`src/rtl/multiplexer_pkg.sv`:
```
// multiplexer_pkg: shared width default and select-code definitions for multiplexer_4x8
package multiplexer_pkg;
  localparam int WIDTH_DEF = 8;
  typedef logic [1:0] sel_t;
  localparam sel_t SEL_A0 = 2'b00;
  localparam sel_t SEL_A1 = 2'b01;
  localparam sel_t SEL_A2 = 2'b10;
  localparam sel_t SEL_A3 = 2'b11;
endpackage

```
`src/rtl/multiplexer_4x8_mux4_comb.sv`:
```
// mux4_comb: combinational 4:1 WIDTH-bit selector; MULTIPLEXER_PARITY_EN adds XOR-reduce parity
module mux4_comb
  import multiplexer_pkg::*;
#(
  parameter int WIDTH = WIDTH_DEF
) (
  input  sel_t             sel,
  input  logic [WIDTH-1:0] a0,
  input  logic [WIDTH-1:0] a1,
  input  logic [WIDTH-1:0] a2,
  input  logic [WIDTH-1:0] a3,
  output logic [WIDTH-1:0] y
`ifdef MULTIPLEXER_PARITY_EN
  , output logic           par
`endif
);
  always_comb begin
    y = sel == SEL_A0 ? a0 :
        sel == SEL_A1 ? a1 :
        sel == SEL_A2 ? a2 : a3;
  end
`ifdef MULTIPLEXER_PARITY_EN
  assign par = ^y;
`endif
endmodule

```
`src/rtl/multiplexer_4x8.sv`:
```
// multiplexer_4x8: registered 4:1 WIDTH-bit selector with valid flag; MULTIPLEXER_PARITY_EN adds parity output
module multiplexer_4x8
  import multiplexer_pkg::*;
#(
  parameter int WIDTH = WIDTH_DEF
) (
  input  logic             clk,
  input  logic             rst_n,
  input  logic             S0,
  input  logic             S1,
  input  logic [WIDTH-1:0] A0,
  input  logic [WIDTH-1:0] A1,
  input  logic [WIDTH-1:0] A2,
  input  logic [WIDTH-1:0] A3,
  input  logic             in_valid,
  output logic [WIDTH-1:0] Y,
  output logic             out_valid,
  output logic [1:0]       sel_q
`ifdef MULTIPLEXER_PARITY_EN
  , output logic           parity
`endif
);
  sel_t             sel;
  logic [WIDTH-1:0] mux_y;
  logic [WIDTH-1:0] y_d, y_q;
  sel_t             s_d, s_q;
  logic             v_d, v_q;
  assign sel = {S1, S0};
`ifdef MULTIPLEXER_PARITY_EN
  logic mux_p, p_d, p_q;
  mux4_comb #(.WIDTH(WIDTH)) u_mux (
    .sel(sel), .a0(A0), .a1(A1), .a2(A2), .a3(A3), .y(mux_y), .par(mux_p)
  );
  assign p_d    = in_valid ? mux_p : p_q;
  assign parity = p_q;
  always_ff @(posedge clk or negedge rst_n) begin
    if (!rst_n) p_q <= 1'b0;
    else        p_q <= p_d;
  end
`else
  mux4_comb #(.WIDTH(WIDTH)) u_mux (
    .sel(sel), .a0(A0), .a1(A1), .a2(A2), .a3(A3), .y(mux_y)
  );
`endif
  always_comb begin
    y_d = in_valid ? mux_y : y_q;
    s_d = in_valid ? sel : s_q;
    v_d = in_valid;
  end
  always_ff @(posedge clk or negedge rst_n) begin
    if (!rst_n) begin
      y_q <= '0;
      s_q <= SEL_A0;
      v_q <= 1'b0;
    end else begin
      y_q <= y_d;
      s_q <= s_d;
      v_q <= v_d;
    end
  end
  assign Y         = y_q;
  assign sel_q     = s_q;
  assign out_valid = v_q;
endmodule

```
`config.mk`:
```
export PLATFORM = sky130hd
export DESIGN_NAME = multiplexer_4x8
export DESIGN_NICKNAME = d
export VERILOG_FILES = /design/src/rtl/multiplexer_pkg.sv /design/src/rtl/multiplexer_4x8_mux4_comb.sv /design/src/rtl/multiplexer_4x8.sv
export SDC_FILE = /design/constraint.sdc
export NUM_CORES = 1
export LEC_CHECK = 0
export ABC_AREA = 0
export CORE_MARGIN = 4
export CORE_UTILIZATION = 32
export DETAILED_ROUTE_END_ITERATION = 6
export PLACE_DENSITY = 0.77
export SKIP_CTS_REPAIR_TIMING = 1
export SYNTH_ARGS = -nofsm -noshare
export SYNTH_HDL_FRONTEND = slang
export SYNTH_SLANG_ARGS = --single-unit
```
`constraint.sdc`:
```
create_clock -name clk -period 1 [get_ports clk]
set_input_delay 0.2 -clock clk [delete_from_list [all_inputs] [get_ports clk]]
set_output_delay 0.2 -clock clk [all_outputs]
set_load 0.005 [all_outputs]
```
### After elaboration in Yosys (flattened, before gate mapping)

Index checks and enable logic that the tools add are counted.

| word-level totals | value |
|---|---|
| bits in registers | 11 |
| bits in latches | 0 |
| RAM bits | 0 |
| bits in read-only memories | 0 |
| input port bits | 37 |
| output and inout bits | 11 |
| word-level logic and storage cells | 9 |
| memories | 0 |

| cells by class | value |
|---|---|
| add/subtract/negate cells | 0 |
| $mul | 0 |
| div/mod/pow operators | 0 |
| $lt $le $gt $ge | 0 |
| eq/ne operators | 2 |
| shifts and indexed selects | 0 |
| multiplexer cells | 3 |
| bitwise operators | 0 |
| reduce and logical (&&, ||, !) cells | 1 |

Operators by type and width:

| operator | number |
|---|---|
| 2-to-1 mux 8 bit | 3 |
| equality test 2 x 1 -> 1 bit, second input constant | 1 |
| equality test 2 bit, second input constant | 1 |
| logical NOT 2 bit | 1 |

### Depth between registers and ports, before layout

Gate-level depths: netlist of run 1.

| logic depth | value |
|---|---|
| depth after elaboration | 4 |
| mapped depth | 4 |
| mapped depth without buffers | 2 |

### By module

From an unflattened synthesis of run 1, not the netlist that was laid out.

| unflattened totals | value |
|---|---|
| cell total of the unflattened synthesis | 32 |
| area total of the unflattened synthesis | 633.1 µm² |

By module, submodules not included:

| module | instances | cells each | area each (µm²) | seq. area each (µm²) |
|---|---|---|---|---|
| multiplexer_4x8 | 1 | 22 | 436.7 | 275.3 |
| mux4_comb | 1 | 10 | 196.4 | 0.0 |

### Worst setup path before layout of run 1

OpenSTA, ideal clock, no wires.

| timing path | value |
|---|---|
| path type | in2reg |
| start | input S0 |
| end | register y_q[0], in the netlist Y[0] |
| library setup time | 141 ps |
| arrival time | 743 ps |
| required time | 859 ps |
| slack | 116 ps |
| cell stages on the path | 4 |
| buffers on the path | 2 |
| cells stage by stage | buf_6 -> buf_12 -> mux2i_1 -> o221ai_1 |

| on the way | value |
|---|---|
| longest elaborated chain between the ends | 4 |
| elaborated cells on any way between the ends | 6 |
| classes of those cells | 2 x eq/ne; 3 x mux; 1 x reduce/logical |

RTL lines:

| what | line | source |
|---|---|---|
| start, declared | multiplexer_4x8.sv:9 | `input logic S0,` |
| equality test 2 bit | multiplexer_4x8_mux4_comb.sv:20 | `sel == SEL_A2 ? a2 : a3;` |
| 2-to-1 mux 8 bit | multiplexer_4x8_mux4_comb.sv:20 |  |
| 2-to-1 mux 8 bit | multiplexer_4x8_mux4_comb.sv:19 | `sel == SEL_A1 ? a1 :` |
| 2-to-1 mux 8 bit * | multiplexer_4x8_mux4_comb.sv:18 | `y = sel == SEL_A0 ? a0 :` |
| end signal, assigned | multiplexer_4x8.sv:56 | `y_q <= y_d;` |
| end, declared | multiplexer_4x8.sv:25 | `logic [WIDTH-1:0] y_d, y_q;` |

Mark *: on every way between the ends. The rest lies on a longest branch, timed or not.
A chain may end at the register's enable or synchronous reset.

### Worst setup path after layout of run 1

| timing path | value |
|---|---|
| start | register y_q[0], in the netlist Y[0] |
| end | output Y[0] |

RTL lines:

| what | line | source |
|---|---|---|
| end, declared | multiplexer_4x8.sv:16 | `output logic [WIDTH-1:0] Y,` |

No word-level cell between the ends.

==> reports/summary.txt, run 1 <==
=====================================================================================
Status                                                                   finished, final reports clean
Cell variety after synth                                                           12
WL/cell                                                                       16.3 um
Cell count after placement                                                        129
Core utilization of the finished layout                                         0.690
Number of CTS-inserted buffers                                                      3
Non-Filler Cell Area, Final                                                  1230 um2
Area of the core region                                                      1780 um2
Final hold violations                                                               0
Highest clock frequency the design can meet                                  1.03 GHz
Xor and xnor area share after synthesis                                             0
Biggest area contributors in the synthesized netlist                     sky130_fd_sc_hd__dfrtp_1 (44%), sky130_fd_sc_hd__mux2i_1 (26%), sky130_fd_sc_hd__o221ai_1 (11%)
Final Power                                                                 0.00128 W
Share of the synthesized area in the top cell type                              0.440
Fraction of synthesized area in multiplexers                                    0.274
Buffers added on ports                                                             47
R2R setup slack                                                               0.04 ns
Crit end category                                                         output port
Horizontal die dimension                                                      52.2 um
First-pass GRT wire length                                                    3.22 mm
Number of clock sinks                                                              11
Leak                                                                         0.590 nW
Fraction of the yosys area taken by sequential cells                            0.440
Worst-path clk slew                                                           0.08 ns
Share of the clock period used by the worst path                                0.974
Yosys Warn Count                                                                    0
Leading area contributor after synthesis                                 sky130_fd_sc_hd__dfrtp_1
HPWL reported at the end of detailed placement                                1.66 mm
Average size of a mapped cell                                                12.0 um2
Max incr delay on CP                                                          0.39 ns
Final antenna diode count                                                           0
Final number of setup-violating endpoints                                           0
Antenna violations before repair                                                    0
Netlist area before placement                                                 626 um2
Die area                                                                     2730 um2
Area fraction in compound gates after synthesis                                 0.120
Data required time at the worst endpoint                                      0.80 ns
Post-synthesis share of cell area spent on and, or, nand and nor gates         0.0960
Synthesized netlist cell count                                                     52
Detailed-route wire length                                                    2.28 mm
Number of nets in the layout                                                      153
Vias per inst                                                                    4.74
Total area of multi-input combinational cells                                 322 um2
1st-iter DRT viols                                                                  4
Crit path cell chain                                                         clkbuf_2
Non-filler cells in the finished layout                                           140
Setup repair after global routing missed its margin                              true
Data arrival time of the critical path                                        0.77 ns
Number of iterations in the first detailed-routing pass                             4
Worst slew slack as a fraction of its limit                                     0.831
Slowest cell on the critical path                                        sky130_fd_sc_hd__dfrtp_1
Pin count of the biggest net entering global routing                               18
Worst Path Buf+Inv                                                                  1
Chip height                                                                   52.2 um
Area taken by flip-flops and latches                                          275 um2
Level count of the clock H-tree                                                     1
Class of the most critical hold timing path                              primary input to asynchronous set/reset pin
Setup clock skew after layout                                                    0 ns
Main combinational cell family by area after synthesis                   multiplexers
RD Place Congestion                                                             0.708
Clk_lat worst skew                                                            0.27 ns
Top cell family by delay on the critical path                              flip-flops
TritonCTS clock tree                                                             done
Max rail drop VDD                                                              710 uV
Power density relative to cell area                                       1040 nW/um2
Area share of fa/ha/maj cells after synthesis                                       0
Synthesized net count                                                              89
I/O pins                                                                           48
Global-route usage over all layers                                              0.159
Setup Crit Path Kind                                                     register to output port
Worst hold slack after final layout                                          0.234 ns
Number of nets with antenna violations after detailed routing                       0
DRC violation count after routing                                                   0
Number of standard-cell rows in the floorplan                                      15
Max-slew violations                                                                 0
Number of storage elements in the synthesis netlist                                11
Critical Path Source Type                                                    register
Synthesis-to-layout area growth                                                 96.6%
Largest fanout of any net on the critical path                                      2
Instance area after placement                                                1170 um2
Number of violations of the max-capacitance limit                                   0
Number of fill cells                                                              141
Crit path time final                                                         0.974 ns
Root Buffer                                                              sky130_fd_sc_hd__clkbuf_4
Initial cell density of the core                                                0.351
Via count of the first global-routing pass                                        674
Share of final-layout standard cells stronger than drive strength 1             0.304
Pin slew with the least headroom to its limit                                0.253 ns
Via Count                                                                         664
Maximum buffer depth of the clock tree                                              2
Overflow left after global routing                                                  0
=====================================================================================
-- flip-flops by register name, indices dropped and copies added, names as in the netlist --
name,flops
Y,8
sel_q,2
out_valid,1
-- layout make-up --
type	instances	area share
inverters	1	0.00305
clock buffers	3	0.0183
multi-input cells	36	0.261
well taps	25	0.0254
clock inverters	1	0.00407
flip-flops and latches	11	0.224
repair buffers	63	0.464
-- layout by cell type, fill, tap and decap left out, drive strengths merged --
| cell | instances |
|---|---|
| o21ai | 1 |
| mux2 | 1 |
| o221ai | 8 |
| inv | 1 |
| buf | 15 |
| nand2b | 9 |
| dlymetal6s2s | 2 |
| clkdlybuf4s50 | 34 |
| dfrtp | 11 |
| clkinv | 1 |
| nand2 | 1 |
| mux2i | 16 |
| clkbuf | 15 |
-- routing by layer --
metal,vias to the layer above,GRT usage,wire length [um]
met2,33,0.285,1090
met5,-,0,0
met3,0,0.0399,243
li1,321,-,-
met4,0,0.0128,0
met1,310,0.200,945
-- path summary, 6_finish.rpt --
path | startpoint | to | cells past startpoint
setup / recovery | Y[0]$_DFFE_PN0P_ | Y[0] | 1
hold / removal | rst_n | Y[1]$_DFFE_PN0P_ | 2
setup reg to reg | Y[0]$_DFFE_PN0P_ | Y[0]$_DFFE_PN0P_ | 4
hold reg to reg | Y[6]$_DFFE_PN0P_ | Y[6]$_DFFE_PN0P_ | 2
max in group asynchronous | rst_n | Y[3]$_DFFE_PN0P_ | 2
min in group clk | in_valid | out_valid$_DFF_PN0_ | 2
-- where the power goes --
group,leakage (nW),internal [W],switching (W)
registers,0.134,0.000495,0.0000257
clock network,0.0177,0.000148,0.000151
logic,0.439,0.000306,0.000155
-- cells in the mapped netlist --
cell type	count
sky130_fd_sc_hd__mux2i_1	16
sky130_fd_sc_hd__dfrtp_1	11
sky130_fd_sc_hd__nand2b_1	9
sky130_fd_sc_hd__o221ai_1	8
sky130_fd_sc_hd__buf_1	1
sky130_fd_sc_hd__buf_12	1
sky130_fd_sc_hd__buf_2	1
sky130_fd_sc_hd__buf_6	1
sky130_fd_sc_hd__inv_1	1
sky130_fd_sc_hd__mux2_2	1
sky130_fd_sc_hd__nand2_1	1
sky130_fd_sc_hd__o21ai_0	1
-- metrics by stage --
stage / TNS, ns / setup slack (ns)
2_1_floorplan: 0 / 0.116
3_3_place_gp: -3.53 / -0.413
3_5_place_dp: -3.87 / -0.425
4_1_cts: -4.49 / -0.351
5_1_grt: -0.0418 / -0.0250
6_report: 0 / 0.0263
-- cell families (layout without fill, tap and decap cells) --
group	count (synthesis)	count (layout)
mux	17	17
flops	11	11
simple gates	10	10
buf+inv	5	68
compound gates	9	9
Note: power is estimated with default switching activity, not from simulation.
==> inputs of run 2 (changes only) <==
--- a/config.mk
+++ b/config.mk
@@ -10,6 +10,7 @@
 export CORE_UTILIZATION = 32
 export DETAILED_ROUTE_END_ITERATION = 6
 export PLACE_DENSITY = 0.77
+export SETUP_SLACK_MARGIN = 0.15
 export SKIP_CTS_REPAIR_TIMING = 1
 export SYNTH_ARGS = -nofsm -noshare
 export SYNTH_HDL_FRONTEND = slang
==> run 2 against run 1 <==
Cell area is 0.61% higher. Non-clock buffer count is 1 lower. Cell count is 0.71% lower. Worst hold slack better by 0.0022 ns. Worst setup slack worse by 0.0063 ns. Critical endpoint is now Y[3].
==> reports/summary.txt, run 2 (synthesis results as in run 1) <==
==================================================================================
Final hold violations                                                            0
DRC violation count after routing                                                0
Worst-path clk slew                                                        0.07 ns
Max incr delay on CP                                                       0.38 ns
Pin slew with the least headroom to its limit                             0.284 ns
Non-Filler Cell Area, Final                                               1240 um2
Setup repair after global routing missed its margin                           true
Class of the most critical hold timing path                           primary input to asynchronous set/reset pin
Max rail drop VDD                                                           854 uV
Leading cell type in the layout, fill and taps excluded               sky130_fd_sc_hd__clkdlybuf4s50_1
Number of fill cells                                                           135
Synthesis-to-layout area growth                                              97.8%
Die area                                                                  2730 um2
Root Buffer                                                           sky130_fd_sc_hd__clkbuf_4
Top cell family by delay on the critical path                           flip-flops
Level count of the clock H-tree                                                  1
Leak                                                                      0.592 nW
Initial cell density of the core                                             0.351
Antenna violations before repair                                                 0
Number of iterations in the first detailed-routing pass                          4
Share of the clock period used by the worst path                             0.980
Clk_lat worst skew                                                         0.27 ns
First-pass GRT wire length                                                 2.93 mm
Data required time at the worst endpoint                                   0.80 ns
Number of standard-cell rows in the floorplan                                   15
TritonCTS clock tree                                                          done
Detailed-route wire length                                                 2.03 mm
RD Place Congestion                                                          0.680
Overflow left after global routing                                               0
I/O pins                                                                        48
Vias per inst                                                                 4.77
Worst setup timing slack at the placement stage                          -0.446 ns
1st-iter DRT viols                                                               4
Setup Crit Path Kind                                                  register to output port
Via count of the first global-routing pass                                     626
Data arrival time of the critical path                                     0.78 ns
Share of final-layout standard cells stronger than drive strength 1          0.333
Via Count                                                                      663
Maximum buffer depth of the clock tree                                           2
Instance area after placement                                             1160 um2
Number of nets with antenna violations after detailed routing                    0
Number of violations of the max-capacitance limit                                0
Worst hold slack after final layout                                       0.236 ns
Critical Path Source Type                                                 register
Number of nets in the layout                                                   152
WL/cell                                                                    14.6 um
Core utilization of the finished layout                                      0.694
Max-slew violations                                                              0
Highest clock frequency the design can meet                               1.02 GHz
Number of CTS-inserted buffers                                                   3
Final worst setup slack                                                  0.0201 ns
Number of clock sinks                                                           11
Leading cell types in the layout, fill and taps excluded              sky130_fd_sc_hd__clkdlybuf4s50_1 (33), sky130_fd_sc_hd__mux2i_1 (14), sky130_fd_sc_hd__dfrtp_1 (11), sky130_fd_sc_hd__buf_4 (11), sky130_fd_sc_hd__clkbuf_2 (11)
Area of the core region                                                   1780 um2
Crit path time final                                                      0.980 ns
Final antenna diode count                                                        0
Setup clock skew after layout                                                 0 ns
Status                                                                finished, final reports clean
Chip height                                                                52.2 um
Final number of setup-violating endpoints                                        0
Pin count of the biggest net entering global routing                            12
Slowest cell on the critical path                                     sky130_fd_sc_hd__dfrtp_1
Power density relative to cell area                                    1040 nW/um2
Worst Path Buf+Inv                                                               1
Worst slew slack as a fraction of its limit                                  0.810
Horizontal die dimension                                                   52.2 um
Crit path cell chain                                                      clkbuf_2
Number of flip-flops in the largest register                                     8
Buffers added on ports                                                          47
Crit end category                                                      output port
Global-route usage over all layers                                           0.153
Largest fanout of any net on the critical path                                   2
==================================================================================
-- run 2: changes by cell type in the layout (fill, tap and decap cells not counted), moves of 3 or more --
cell	previous run	this run
sky130_fd_sc_hd__o221ai_1	8	5
sky130_fd_sc_hd__buf_6	0	4
sky130_fd_sc_hd__buf_4	14	11
sky130_fd_sc_hd__o221ai_2	0	3
-- run 2: path summary, 6_finish.rpt --
| path | slack [ns] | end | from | cells past startpoint |
|---|---|---|---|---|
| max in group asynchronous | 0.62 | Y[4]$_DFFE_PN0P_ | rst_n | 2 |
| min in group clk | 0.35 | out_valid$_DFF_PN0_ | in_valid | 2 |
| setup reg to reg | 0.13 | Y[6]$_DFFE_PN0P_ | Y[6]$_DFFE_PN0P_ | 4 |
| setup / recovery | 0.02 | Y[3] | Y[3]$_DFFE_PN0P_ | 1 |
| hold / removal | 0.24 | Y[1]$_DFFE_PN0P_ | rst_n | 2 |
| hold reg to reg | 0.51 | Y[0]$_DFFE_PN0P_ | Y[0]$_DFFE_PN0P_ | 2 |
-- run 2: through the flow --
stage               total power, W  TNS, ns  instances
floorplan                 0.000664        0         52
CTS                        0.00128    -4.60        134
global placement          0.000958    -3.52        130
finish                     0.00128        0        139
global route               0.00135  -0.0514        139
detailed placement        0.000968    -3.95        130
-- run 2: power breakdown --
group	total, W	leakage, nW	internal [W]	switching [W]
Combinational	0.000451	0.444	0.000300	0.000151
Clock	0.000310	0.0150	0.000155	0.000156
Sequential	0.000521	0.134	0.000495	0.0000266
-- run 2: final cells by class --
cell class	count	area, um2	area share
timing repair buffer	62	551	0.445
multi-input combinational	36	350	0.283
sequential	11	275	0.222
tap	25	31.3	0.0253
clock buffer	4	26.3	0.0212
inverter	1	3.75	0.00303
-- run 2: metal layers --
metal,part of all wire,track usage
met3,0.12,0.0598
met1,0.41,0.168
met5,0,0
met4,0.012,0.0766
met2,0.46,0.253
==> inputs of run 3 (changes only) <==
--- a/config.mk
+++ b/config.mk
@@ -7,9 +7,9 @@
 export LEC_CHECK = 0
 export ABC_AREA = 0
 export CORE_MARGIN = 4
-export CORE_UTILIZATION = 32
+export CORE_UTILIZATION = 29
 export DETAILED_ROUTE_END_ITERATION = 6
-export PLACE_DENSITY = 0.77
+export PLACE_DENSITY = 0.74
 export SETUP_SLACK_MARGIN = 0.15
 export SKIP_CTS_REPAIR_TIMING = 1
 export SYNTH_ARGS = -nofsm -noshare
==> constraint.sdc (replaced) <==
create_clock -name clk -period 0.9 [get_ports clk]
set_input_delay 0.18 -clock clk [delete_from_list [all_inputs] [get_ports clk]]
set_output_delay 0.18 -clock clk [all_outputs]
set_load 0.005 [all_outputs]
==> run 3 against run 2 <==
Non-clock buffer count up 2. Global-route usage down 2.5 points. Total power up 18%. Worst hold slack worse by 0.042 ns. Register-to-register slack worse by 0.10 ns. Clock skew unchanged. The run now ends with negative setup slack left. First-iteration DRC count down 75%. Via count down 0.15%. Sequential share of layout area down 1.5 points. Sequential power up 12%. Highest routed layer unchanged.
==> reports/summary.txt, run 3 (synthesis results as in run 1) <==
==================================================================================
Vias per inst                                                                 4.63
Number of violations of the max-capacitance limit                                0
Failing checks                                                        negative setup slack
Reg2reg path depth                                                               4
Share of the clock period used by the worst path                              1.07
Pin count of the biggest net entering global routing                            18
Highest clock frequency the design can meet                               1.04 GHz
Non-filler cells in the finished layout                                        143
Detailed-route wire length                                                 2.18 mm
Root Buffer                                                           sky130_fd_sc_hd__clkbuf_4
WL/cell                                                                    15.2 um
Largest fanout of any net on the critical path                                   2
Worst Path Buf+Inv                                                               1
Antenna violations before repair                                                 0
Final worst setup slack                                                 -0.0591 ns
Via count of the first global-routing pass                                     594
TritonCTS clock tree                                                          done
Via Count                                                                      662
Number of iterations in the first detailed-routing pass                          3
Class of the most critical hold timing path                           primary input to asynchronous set/reset pin
1st-iter DRT viols                                                               1
Maximum buffer depth of the clock tree                                           2
Buffers added on ports                                                          47
Final antenna diode count                                                        0
Max rail drop VDD                                                          1200 uV
Setup repair after global routing missed its margin                           true
DRC violation count after routing                                                0
Worst setup timing slack at the placement stage                          -0.507 ns
Critical Path Source Type                                                 register
Slowest cell on the critical path                                     sky130_fd_sc_hd__dfrtp_1
Leak                                                                      0.636 nW
Number of standard-cell rows in the floorplan                                   16
Number of nets with antenna violations after detailed routing                    0
First-pass GRT wire length                                                 2.70 mm
Pin slew with the least headroom to its limit                             0.195 ns
Max-slew violations                                                              0
Clk_lat worst skew                                                         0.27 ns
Number of clock sinks                                                           11
Level count of the clock H-tree                                                  1
Top cell family by delay on the critical path                           flip-flops
Horizontal die dimension                                                   54.4 um
I/O pins                                                                        48
Synthesis-to-layout area growth                                               112%
Overflow left after global routing                                               0
Final number of setup-violating endpoints                                       11
Data arrival time of the critical path                                     0.78 ns
Leading cell types in the layout, fill and taps excluded              sky130_fd_sc_hd__clkdlybuf4s50_1 (33), sky130_fd_sc_hd__mux2i_1 (16), sky130_fd_sc_hd__clkbuf_2 (12)
Core utilization of the finished layout                                      0.661
Die area                                                                  2960 um2
Number of flip-flops in the largest register                                     8
HPWL reported at the end of detailed placement                             1.49 mm
Leading cell type in the layout, fill and taps excluded               sky130_fd_sc_hd__clkdlybuf4s50_1
Cell count after placement                                                     129
Power density relative to cell area                                    1140 nW/um2
Max incr delay on CP                                                       0.39 ns
Crit end category                                                      output port
Setup Crit Path Kind                                                  register to output port
R2R setup slack                                                            0.03 ns
Worst reg2reg path startpoint                                         Y[4]$_DFFE_PN0P_
Final Power                                                              0.00151 W
Initial cell density of the core                                             0.313
Area of the core region                                                   2000 um2
Chip height                                                                54.4 um
RD Place Congestion                                                          0.639
Final hold violations                                                            0
Global-route usage over all layers                                           0.127
Crit path time final                                                      0.959 ns
Share of final-layout standard cells stronger than drive strength 1          0.397
Endpoint of the lowest-slack register-to-register path                Y[4]$_DFFE_PN0P_
Number of CTS-inserted buffers                                                   3
Data required time at the worst endpoint                                   0.72 ns
Crit path cell chain                                                      clkbuf_2
Setup clock skew after layout                                                 0 ns
Status                                                                finished, violations left
Number of nets in the layout                                                   154
Worst slew slack as a fraction of its limit                                  0.867
Worst-path clk slew                                                        0.08 ns
Worst hold slack after final layout                                       0.194 ns
==================================================================================
run 3: cell types whose count changed in the layout (fill, tap and decap cells not counted), sizes merged:
cell,previous run,this run
buf,15,16
clkbuf,15,17
dlymetal6s2s,3,2
run 3: how the worst max path moves through the flow:
stage / from / end / depth (start not counted)
finish: Y[3]$_DFFE_PN0P_ / Y[3] / 1
global route: Y[4]$_DFFE_PN0P_ / Y[4] / 1
CTS: Y[3]$_DFFE_PN0P_ / Y[3] / 1
detailed placement: S0 / Y[0]$_DFFE_PN0P_ / 4
global placement: S0 / Y[0]$_DFFE_PN0P_ / 4
floorplan: S0 / Y[1]$_DFFE_PN0P_ / 4
run 3: cell type report:
type	instances	area, um2
clock buffers	4	26.3
multi-input cells	36	393
fillers	157	678
inverters	1	3.75
well taps	27	33.8
repair buffers	64	592
flip-flops and latches	11	275
run 3: routing by layer:
layer | part of all wire | wire (um) | vias up | global-route usage
met5 | 0 | 0 | - | 0
met4 | 0.0051 | 11 | 0 | 0.0249
met3 | 0.10 | 224 | 2 | 0.0572
met2 | 0.47 | 1010 | 30 | 0.213
met1 | 0.43 | 928 | 306 | 0.150
li1 | - | - | 324 | -
run 3: per-stage QoR:
stage / area (um2) / TNS (ns)
after floorplan: 634 / 0
after global placement: 1150 / -5.43
after detailed placement: 1150 / -5.64
after CTS: 1180 / -6.12
after global routing: 1320 / -0.919
final: 1320 / -0.513
run 3: where the power goes:
part	internal [W]	total (W)	switching, W
clock network	0.000171	0.000345	0.000174
registers	0.000550	0.000582	0.0000325
logic	0.000387	0.000587	0.000200
total	0.00111	0.00151	0.000406
